File: config.mk
export PLATFORM = sky130hd
export DESIGN_NAME = i2c_req_arbiter
export DESIGN_NICKNAME = d
export VERILOG_FILES = /design/src/rtl/i2c_req_arbiter_pkg.sv /design/src/rtl/i2c_rr_pick.sv /design/src/rtl/i2c_req_arbiter.sv
export SDC_FILE = /design/constraint.sdc
export NUM_CORES = 1
export LEC_CHECK = 0
export ABC_CLOCK_PERIOD_IN_PS = 2100
export CAP_MARGIN = 20
export CELL_PAD_IN_SITES_DETAIL_PLACEMENT = 1
export CELL_PAD_IN_SITES_GLOBAL_PLACEMENT = 1
export CORE_MARGIN = 5
export CORE_UTILIZATION = 27
export CTS_CLUSTER_DIAMETER = 30
export CTS_CLUSTER_SIZE = 20
export DETAILED_ROUTE_END_ITERATION = 6
export PLACE_DENSITY_LB_ADDON = 0.1
export REMOVE_ABC_BUFFERS = 1
export SLEW_MARGIN = 20
export SYNTH_ARGS = -nofsm -noshare
export SYNTH_HDL_FRONTEND = slang
export SYNTH_SLANG_ARGS = --single-unit
File: constraint.sdc
create_clock -name sys_clk -period 2.1 [get_ports sys_clk]
set_clock_uncertainty 0.05 [all_clocks]
set_input_delay 0.525 -clock sys_clk [delete_from_list [all_inputs] [get_ports sys_clk]]
set_output_delay 0.525 -clock sys_clk [all_outputs]
set_load 0.02 [all_outputs]
File: src/rtl/i2c_req_arbiter_pkg.sv
// Shared encodings for the I2C request arbiter: FSM states and the latched operation code.
package i2c_req_arbiter_pkg;

   typedef enum logic [1:0] {
      S_IDLE  = 2'd0,
      S_ISSUE = 2'd1,
      S_DONE  = 2'd2
   } arb_state_t;

   localparam logic OP_RD = 1'b1;
   localparam logic OP_WR = 1'b0;

endpackage

File: src/rtl/i2c_rr_pick.sv
// Combinational round-robin picker: first pending requester at or after rr_ptr, cyclically.
module i2c_rr_pick #(
   parameter int NUM_REQ = 4,
   parameter int IDX_W   = 2
) (
   input  logic [NUM_REQ-1:0] pending,
   input  logic [IDX_W-1:0]   rr_ptr,
   output logic               found,
   output logic [IDX_W-1:0]   idx
);

   // rr_ptr is always < NUM_REQ, so one subtraction keeps cand in range even
   // when NUM_REQ is not a power of two.
   always_comb begin
      found = 1'b0;
      idx   = '0;
      for (int k = 0; k < NUM_REQ; k++) begin
         int cand;
         cand = int'(rr_ptr) + k;
         if (cand >= NUM_REQ) cand = cand - NUM_REQ;
         if (!found && pending[cand]) begin
            found = 1'b1;
            idx   = IDX_W'(cand);
         end
      end
   end

endmodule

File: src/rtl/i2c_req_arbiter.sv
// Round-robin arbiter sharing one i2c_master_top between NUM_REQ requesters.
// state   | meaning
// S_IDLE  | no owner; pick next pending requester and latch its request
// S_ISSUE | master req held high with latched fields until matching ack
// S_DONE  | ack/err pulse visible; one-cycle gap so the winner can drop its request
module i2c_req_arbiter
   import i2c_req_arbiter_pkg::*;
#(
   parameter int NUM_REQ = 4,
   parameter int IDX_W   = 2
) (
   input  logic                  sys_clk,
   input  logic                  rst_n,
   input  logic [NUM_REQ-1:0]    req_rd,
   input  logic [NUM_REQ-1:0]    req_wr,
   input  logic [NUM_REQ-1:0]    req_addr_2byte,
   input  logic [8*NUM_REQ-1:0]  req_dev_addr,
   input  logic [16*NUM_REQ-1:0] req_reg_addr,
   input  logic [8*NUM_REQ-1:0]  req_wdata,
   output logic [NUM_REQ-1:0]    req_ack,
   output logic [NUM_REQ-1:0]    req_err,
   output logic [7:0]            req_rdata,
   output logic [NUM_REQ-1:0]    grant,
   output logic                  i2c_read_req,
   output logic                  i2c_write_req,
   output logic                  i2c_addr_2byte,
   output logic [7:0]            i2c_slave_dev_addr,
   output logic [15:0]           i2c_slave_reg_addr,
   output logic [7:0]            i2c_write_data,
   input  logic                  i2c_read_req_ack,
   input  logic                  i2c_write_req_ack,
   input  logic [7:0]            i2c_read_data,
   input  logic                  i2c_error
);

   arb_state_t         state;
   logic [IDX_W-1:0]   rr_ptr;
   logic [IDX_W-1:0]   idx_q;
   logic               op_q;
   logic [NUM_REQ-1:0] pending;
   logic               pick_found;
   logic [IDX_W-1:0]   pick_idx;
   logic               op_ack;

   assign pending = req_rd | req_wr;
   assign op_ack  = (op_q == OP_RD) ? i2c_read_req_ack : i2c_write_req_ack;

   i2c_rr_pick #(
      .NUM_REQ (NUM_REQ),
      .IDX_W   (IDX_W)
   ) u_pick (
      .pending (pending),
      .rr_ptr  (rr_ptr),
      .found   (pick_found),
      .idx     (pick_idx)
   );

   always_ff @(posedge sys_clk or negedge rst_n) begin
      if (!rst_n) begin
         state              <= S_IDLE;
         rr_ptr             <= '0;
         idx_q              <= '0;
         op_q               <= OP_WR;
         grant              <= '0;
         req_ack            <= '0;
         req_err            <= '0;
         req_rdata          <= '0;
         i2c_read_req       <= 1'b0;
         i2c_write_req      <= 1'b0;
         i2c_addr_2byte     <= 1'b0;
         i2c_slave_dev_addr <= '0;
         i2c_slave_reg_addr <= '0;
         i2c_write_data     <= '0;
      end else begin
         case (state)
            S_IDLE: begin
               if (pick_found) begin
                  idx_q              <= pick_idx;
                  op_q               <= req_rd[pick_idx] ? OP_RD : OP_WR;
                  i2c_read_req       <= req_rd[pick_idx];
                  i2c_write_req      <= ~req_rd[pick_idx];
                  i2c_addr_2byte     <= req_addr_2byte[pick_idx];
                  i2c_slave_dev_addr <= req_dev_addr[8*pick_idx +: 8];
                  i2c_slave_reg_addr <= req_reg_addr[16*pick_idx +: 16];
                  i2c_write_data     <= req_wdata[8*pick_idx +: 8];
                  grant              <= '0;
                  grant[pick_idx]    <= 1'b1;
                  state              <= S_ISSUE;
               end
            end
            S_ISSUE: begin
               // Acks for the other operation are ignored; only the matching one completes.
               if (op_ack) begin
                  i2c_read_req   <= 1'b0;
                  i2c_write_req  <= 1'b0;
                  req_ack[idx_q] <= 1'b1;
                  req_err[idx_q] <= i2c_error;
                  if (op_q == OP_RD) req_rdata <= i2c_read_data;
                  rr_ptr         <= (idx_q == IDX_W'(NUM_REQ - 1)) ? '0 : idx_q + 1'b1;
                  state          <= S_DONE;
               end
            end
            S_DONE: begin
               grant   <= '0;
               req_ack <= '0;
               req_err <= '0;
               state   <= S_IDLE;
            end
            default: state <= S_IDLE;
         endcase
      end
   end

endmodule
==> out/qor.txt, run 1 <==
R2R setup slack: 0.09 ns
status: finished, final reports clean
Clock Sink Count: 62
Pre-antenna DRT Iters: 4
Synth Area in XOR/XNOR: 0%
post-synth top area cell: dfrtp_1
FP Rows: 41
main area contributors after synthesis: dfrtp_1 (45%), mux2i_1 (19%), o221ai_1 (8.3%), nand2_1 (6.2%), buf_6 (3.9%)
most used cell, CP: buf_4
area growth from synthesis to layout: 89.3%
initial antenna violation count: 0
largest net degree at the start of global routing: 63
GR Util All Layers: 19.2%
I/O pin cnt: 208
Routed Antenna Nets: 0
fin area: 6590 um^2
count of state elements after synthesis: 62
die area: 15,300 um^2
Post-Syn Area: 3480 um^2
mux contribution to synthesized area: 22.6%
WL met3: 1230 um
Post-DP HPWL: 11,000 um
Placeable Area: 12,600 um^2
Compound-Gate Fraction of Synth Area: 14.2%
CP cell instances: clkdlybuf4s15_1, buf_4, or2_4, a21oi_4, nor3_4, buf_4, buf_6, buf_16, buf_4, mux2i_2, o221ai_2
startpoint types: primary input
Synthesis Warnings: 0
worst rel slew slack: 69.2%
routed len/inst: 19.8 um
slowest stage cell, crit path: or2_4
initial drt markers: 142
Post-synth ARST share: 100%
PD cells: 1470 nW/um^2
gp weighted congestion: 0.792
grt ovf: 0
post-synthesis adder-cell area fraction: 1.44%
max cap viols: 0
top-count cell post-synth: mux2i_1
worst path arrival time: 2.19 ns
Finish-stage setup viols: 0
Hold Crit Class: in -> async
Clk Latency, worst-skew pair: 0.32 ns
Non-Filler Instances: 746
Routed WL: 14,800 um
sequential area share after synthesis: 44.6%
Initial Util: 27.6%
H-tree depth: 3
Ant. Diodes: 0
Yosys cell types: 38
CP max stage delay: 0.26 ns
Total Power: 9.66 mW
nets: 729
Final Cycle Share: 97.2%
Vias/cell: 4.84
worst vdd ir: 0.562 mV
Post-Synth Simple-Gate Area: 11.2%
Max Freq: 490 MHz
global-route wire length before repair: 22,400 um
syn avg cell area: 10.8 um^2
vias in the first global route: 4,068
Synth Flop Type: dfrtp_1
Crit Path Category: in -> reg
die height: 124 um
clock share of power: 14.8%
Post-synth EDFFs: 0
CTS clk-pin slew, worst paths: 0.05 ns
Comb pwr share: 62.5%
layout cell share with drive strength beyond 1: 18.8%
most frequent cells after synthesis: mux2i_1 (66), dfrtp_1 (62), nand2_1 (57)
root buffer cell: clkbuf_16
Max clock buf depth: 2
input/output buffers: 207
final hold vios: 0
largest family of logic cells by synthesized area: multiplexers
Post-Route M1 WL: 5670 um
Data required, critical path: 2.25 ns
detailed route wirelength on metal2: 7500 um
sequential share of power: 22.7%
Post-Place Cells: 715
CP Max Fanout: 5
residual DRC count: 0
Switch Pwr: 3.70 mW
worst slew pin tran: 0.459 ns
sw frac: 38.3%
LEAKAGE: 2.93 nW
top-area cell type share of the netlist area: 44.6%
P_int: 5.96 mW
total negative slack: 0 ns
top sig layer: met4
CTS tree: yes
Final Max Tran Viols: 0
Gate Count Post-Synth: 323
via count: 3,614
DIE WIDTH: 124 um
CP endpoint kind: flop
crit path time final: 2.04 ns
placed inst area: 5940 um^2
CTS Buf Count: 9
==> metal layers <==
layer / track usage (%) / vias up
met2: 33.5 / 136
met3: 5.26 / 25
met1: 22.0 / 1753
met5: 0 / -
met4: 7.75 / 0
li1: - / 1700
==> area by class of cell <==
cell class              count  area (um^2)
clock buffers              11          243
clock inverters             2         35.0
fillers                  1410         6030
inverters                   3         11.3
multi-input cells         233         1830
flip-flops and latches     62         1550
well taps                 172          215
repair buffers            263         2700
==> sequential cells by signal (all words and copies together), names as in the netlist, 4 cells and up <==
| signal | count |
|---|---|
| grant | 4 |
| i2c_slave_dev_addr | 8 |
| i2c_slave_reg_addr | 16 |
| i2c_write_data | 8 |
| req_ack | 4 |
| req_err | 4 |
| req_rdata | 8 |
==> logic make-up (layout without fill, tap and decap cells) <==
group | count (synthesis) | after routing
buffers and inverters | 28 | 279
AOI/OAI and AO/OA | 65 | 65
muxes | 77 | 77
DFF | 62 | 62
and+or+nand+nor | 87 | 87
adders and majority gates | 4 | 4
==> per-stage QoR <==
| step | util [%] | hold WS, ns | worst slack [ns] |
|---|---|---|---|
| after detailed placement | 47.1 | 0.422 | -0.643 |
| after global routing | 52.2 | 0.207 | -0.0126 |
| after floorplan | - | 0.179 | -6.34 |
| after CTS | 51.9 | 0.179 | 0.00354 |
| after global placement | 47.1 | 0.411 | -0.592 |
| final | 52.2 | 0.166 | 0.0596 |
==> critical path: cells and delay by family <==
family          cells  cell delay [ns]
simple gates        2             0.34
compound gates      2             0.28
buf+inv             6             0.86
mux                 1             0.20
==> path summary, 6_finish.rpt <==
| kind | start | end | depth (start not counted) |
|---|---|---|---|
| setup / recovery | req_rd[3] | i2c_slave_reg_addr[6] | 11 |
| hold / removal | rst_n | req_ack[3] | 2 |
| setup reg to reg | rr_ptr[1] | i2c_slave_reg_addr[6] | 9 |
| hold reg to reg | req_ack[0] | req_ack[0] | 2 |
| max in group asynchronous | rst_n | i2c_slave_dev_addr[0] | 2 |
| min in group sys_clk | req_ack[0] | req_ack[0] | 2 |
==> power by group through the flow <==
stage | sequential (mW) | combinational, mW | clock [mW]
4_1_cts | 2.20 | 6.01 | 1.47
3_3_place_gp | 2.18 | 5.14 | 0
5_1_grt | 2.28 | 6.46 | 1.52
3_5_place_dp | 2.21 | 5.25 | 0
2_1_floorplan | 2.73 | 1.72 | 0
6_report | 2.20 | 6.03 | 1.43
==> placed cells by master, fill, tap and decap left out, types with 4 or more instances in the layout <==
cell type and instances:
buf_4 38, dfrtp_1 61, buf_16 5, mux2i_1 60, nand2_1 57, clkbuf_16 9
ha_1 4, o31ai_1 4, buf_12 7, o221ai_1 31, a21oi_1 6, nor2_1 4
o21ai_0 6, nand3_1 8, clkbuf_2 5, clkdlybuf4s50_1 198, mux2_2 11, mux2i_2 6
==> what timing repair did <==
item | CTS | global route
hold buffers | 0 | 0
pin swaps | 7 | 8
buffers inserted | 11 | 5
endpoints found under the hold margin | 0 | 0
gates cloned | 4 | 0
endpoints found under the setup margin | 41 | 36
gates resized for setup | 42 | 19
(Power assumes the default switching activity.)
==> inputs of run 2 (changes only) <==
- CTS_CLUSTER_DIAMETER: 30 -> unset
==> results of run 2 <==
No change in the layout: final DEF, timing and power equal those of run 1.
==> inputs of run 3 (changes only) <==
- ABC_AREA: unset -> 1
- CTS_BUF_LIST: unset -> sky130_fd_sc_hd__clkbuf_4
- HOLD_SLACK_MARGIN: unset -> 0.08
==> out/qor.txt, run 3 <==
status: finished, violations left
failing checks: negative setup slack
total negative slack: -5.24 ns (-5.24 ns)
pre-CTS setup slack: -0.592 ns (+0.0506 ns)
crit path time final: 2.28 ns (+0.244 ns)
nets: 1,039 (+43%)
max reg flops: 16 (unchanged)
CTS tree: yes
Gate Count Post-Synth: 635 (+97%)
syn avg cell area: 6.23 um^2 (-42%)
worst path arrival time: 2.54 ns (+0.35 ns)
PD cells: 2060 nW/um^2 (+40%)
Post-Syn Area: 3950 um^2 (+14%)
Synth Flop Type: dfrtp_1
most frequent cells after synthesis: nand2_1 (447), dfrtp_1 (62), buf_2 (22)
top-area cell type share of the netlist area: 42.4% (-2.2 points)
initial antenna violation count: 1 (+1)
input/output buffers: 207 (unchanged)
area occupied by multi-input gates: 2520 um^2 (+38%)
residual DRC count: 0 (unchanged)
Pre-antenna DRT Iters: 4 (unchanged)
final hold vios: 0 (unchanged)
slowest stage cell, crit path: dlygate4sd2_1
I/O pin cnt: 208 (unchanged)
Total Power: 15.6 mW (+61%)
post-synth top area cell: nand2_1
Synthesis Warnings: 0 (unchanged)
Clock Sink Count: 62 (unchanged)
Max clock buf depth: 2 (unchanged)
most frequent cells in the layout: nand2_1 (385), clkdlybuf4s50_1 (197), dfrtp_1 (60), nand2_2 (46), buf_4 (18)
count of state elements after synthesis: 62 (unchanged)
Max Freq: 438 MHz (-11%)
Data required, critical path: 2.35 ns (+0.10 ns)
area growth from synthesis to layout: 91.7%
Post-DP HPWL: 11,800 um (+7.5%)
Non-Filler Instances: 1,070 (+43%)
top-count cell post-synth: nand2_1
Final Cycle Share: 109% (+12 points)
Ant. Diodes: 0 (unchanged)
unrepaired setup endpoints after global routing: yes
Post-synth EDFFs: 0 (unchanged)
most used cell, CP: nand2_1
global-route wire length before repair: 26,200 um (+17%)
PnR worst setup slack: -0.184 ns (-0.244 ns)
Post-synth ARST share: 100% (unchanged)
Yosys cell types: 23 (-39%)
Finish-stage setup viols: 40 (+40)
worst path buffer plus inverter count: 4 (-2)
Routed WL: 19,300 um (+31%)
GR Util All Layers: 19.4% (+0.22 points)
largest net degree at the start of global routing: 63 (unchanged)
Post-Place Cells: 1,014 (+42%)
vias in the first global route: 5,154 (+27%)
DIE WIDTH: 131 um (+6.1%)
startpoint types: primary input
die area: 17,200 um^2 (+13%)
layout cell share with drive strength beyond 1: 20.3% (+1.5 points)
Initial Util: 27.4% (-0.15 points)
Placeable Area: 14,400 um^2 (+14%)
Hold Crit Class: in -> async
max cap viols: 0 (unchanged)
Biggest register: i2c_slave_reg_addr
worst rel slew slack: 45.3% (-24 points)
CP delay by family, top: simple AND/OR/NAND/NOR gates
CP endpoint kind: flop
CTS clk-pin slew, worst paths: 0.11 ns (+0.06 ns)
Crit Path Category: in -> reg
sequential area share after synthesis: 39.2% (-5.4 points)
gp weighted congestion: 0.815 (+2.8%)
main area contributors after synthesis: nand2_1 (42%), dfrtp_1 (39%), buf_2 (2.8%), mux2_2 (2.3%), nand3_1 (2.2%)
worst vdd ir: 0.770 mV (+37%)
worst slew pin tran: 0.820 ns (+0.361 ns)
initial drt markers: 157 (+11%)
Routed Antenna Nets: 0 (unchanged)
register area: 1550 um^2 (about the same)
routed len/inst: 18.0 um (-9.0%)
die height: 131 um (+6.1%)
FP Rows: 44 (+7.3%)
via count: 4,996 (+38%)
CP Max Fanout: 7 (+2)
H-tree depth: 3 (unchanged)
CP max stage delay: 0.27 ns (about the same)
root buffer cell: clkbuf_4
LEAKAGE: 3.82 nW (+31%)
CTS Buf Count: 9 (unchanged)
grt ovf: 0 (unchanged)
Vias/cell: 4.67 (-3.6%)
Clk Latency, worst-skew pair: 0.41 ns (+0.09 ns)
Final Max Tran Viols: 0 (unchanged)
Fillers: 1,776 (+26%)
CP cell instances: dlygate4sd2_1, nor2_2, nand2_1, nand3_2, nand2_4, nand2_4, nand2_2, nand2_4, buf_6, nand3_4, buf_12, buf_12, nand2_2, nand2_1, nand2_1, nand2_1, nand2_1, nand2_1
commonest non-fill, non-tap cell in the layout: nand2_1
-- run 3: cell count changes after synthesis, sizes merged, moves of 4 or more --
cell	change
o21ai	+4
nand2	+390
nand3	+11
inv	+17
nor2	+8
o221ai	-33
mux2i	-66
buf	+6
-- run 3: cell families after synthesis --
logic type               share of synthesized area, %
AND/OR/NAND/NOR                                  47.1
flip-flops                                       39.2
buffers and inverters                            6.46
AO/OA/AOI/OAI                                    3.67
multiplexers                                     2.28
adder cells (fa/ha/maj)                          1.27
-- run 3: timing repair --
action / CTS / global route
buffers inserted: 10 / 9
hold buffers: 0 / 0
pin swaps: 22 / 51
endpoints found under the setup margin: 42 / 42
endpoints found under the hold margin: 0 / 0
gates resized for setup: 52 / 90
gates cloned: 8 / 14
-- run 3: worst paths after layout --
path	startpoint	endpoint	slack (ns)	depth (start not counted)
hold / removal	rst_n	req_err[0]	0.13	1
setup reg to reg	rr_ptr[0]	i2c_slave_dev_addr[7]	-0.18	18
max in group asynchronous	rst_n	i2c_slave_reg_addr[2]	1.31	1
min in group sys_clk	i2c_write_data[1]	i2c_write_data[1]	0.44	2
hold reg to reg	i2c_write_data[1]	i2c_write_data[1]	0.44	2
setup / recovery	req_rd[3]	i2c_slave_reg_addr[5]	-0.18	18
-- run 3: metal layers --
| metal | vias up | wire, um | GRT usage (%) |
|---|---|---|---|
| met5 | - | 7 | 0 |
| met4 | 2 | 298 | 4.60 |
| met3 | 24 | 1270 | 5.20 |
| met2 | 140 | 9890 | 34.3 |
| met1 | 2397 | 7840 | 23.4 |
| li1 | 2433 | - | - |
-- run 3: stage by stage --
step                util [%]  cell area (um^2)  hold slack (ns)
floorplan                  -              3780            0.179
global placement        43.8              6320            0.413
detailed placement      43.8              6320            0.414
CTS                     47.7              6880            0.154
global route            52.6              7580            0.186
finish                  52.6              7580            0.135
-- run 3: final cells by class --
cell class              instances  share of cell area (%)
clock inverters                 6                   0.842
multi-input cells             521                    33.2
flip-flops and latches         62                    20.5
well taps                     184                    3.04
clock buffers                   9                   0.891
repair buffers                267                    40.3
inverters                      21                    1.17
-- run 3: power breakdown --
group          total [mW]  internal [mW]  switching [mW]  leakage [nW]
Combinational        12.6           5.86            6.73          2.99
Clock               0.837          0.354           0.484        0.0678
Sequential           2.16           1.80           0.368         0.768
Total                15.6           8.01            7.58          3.82
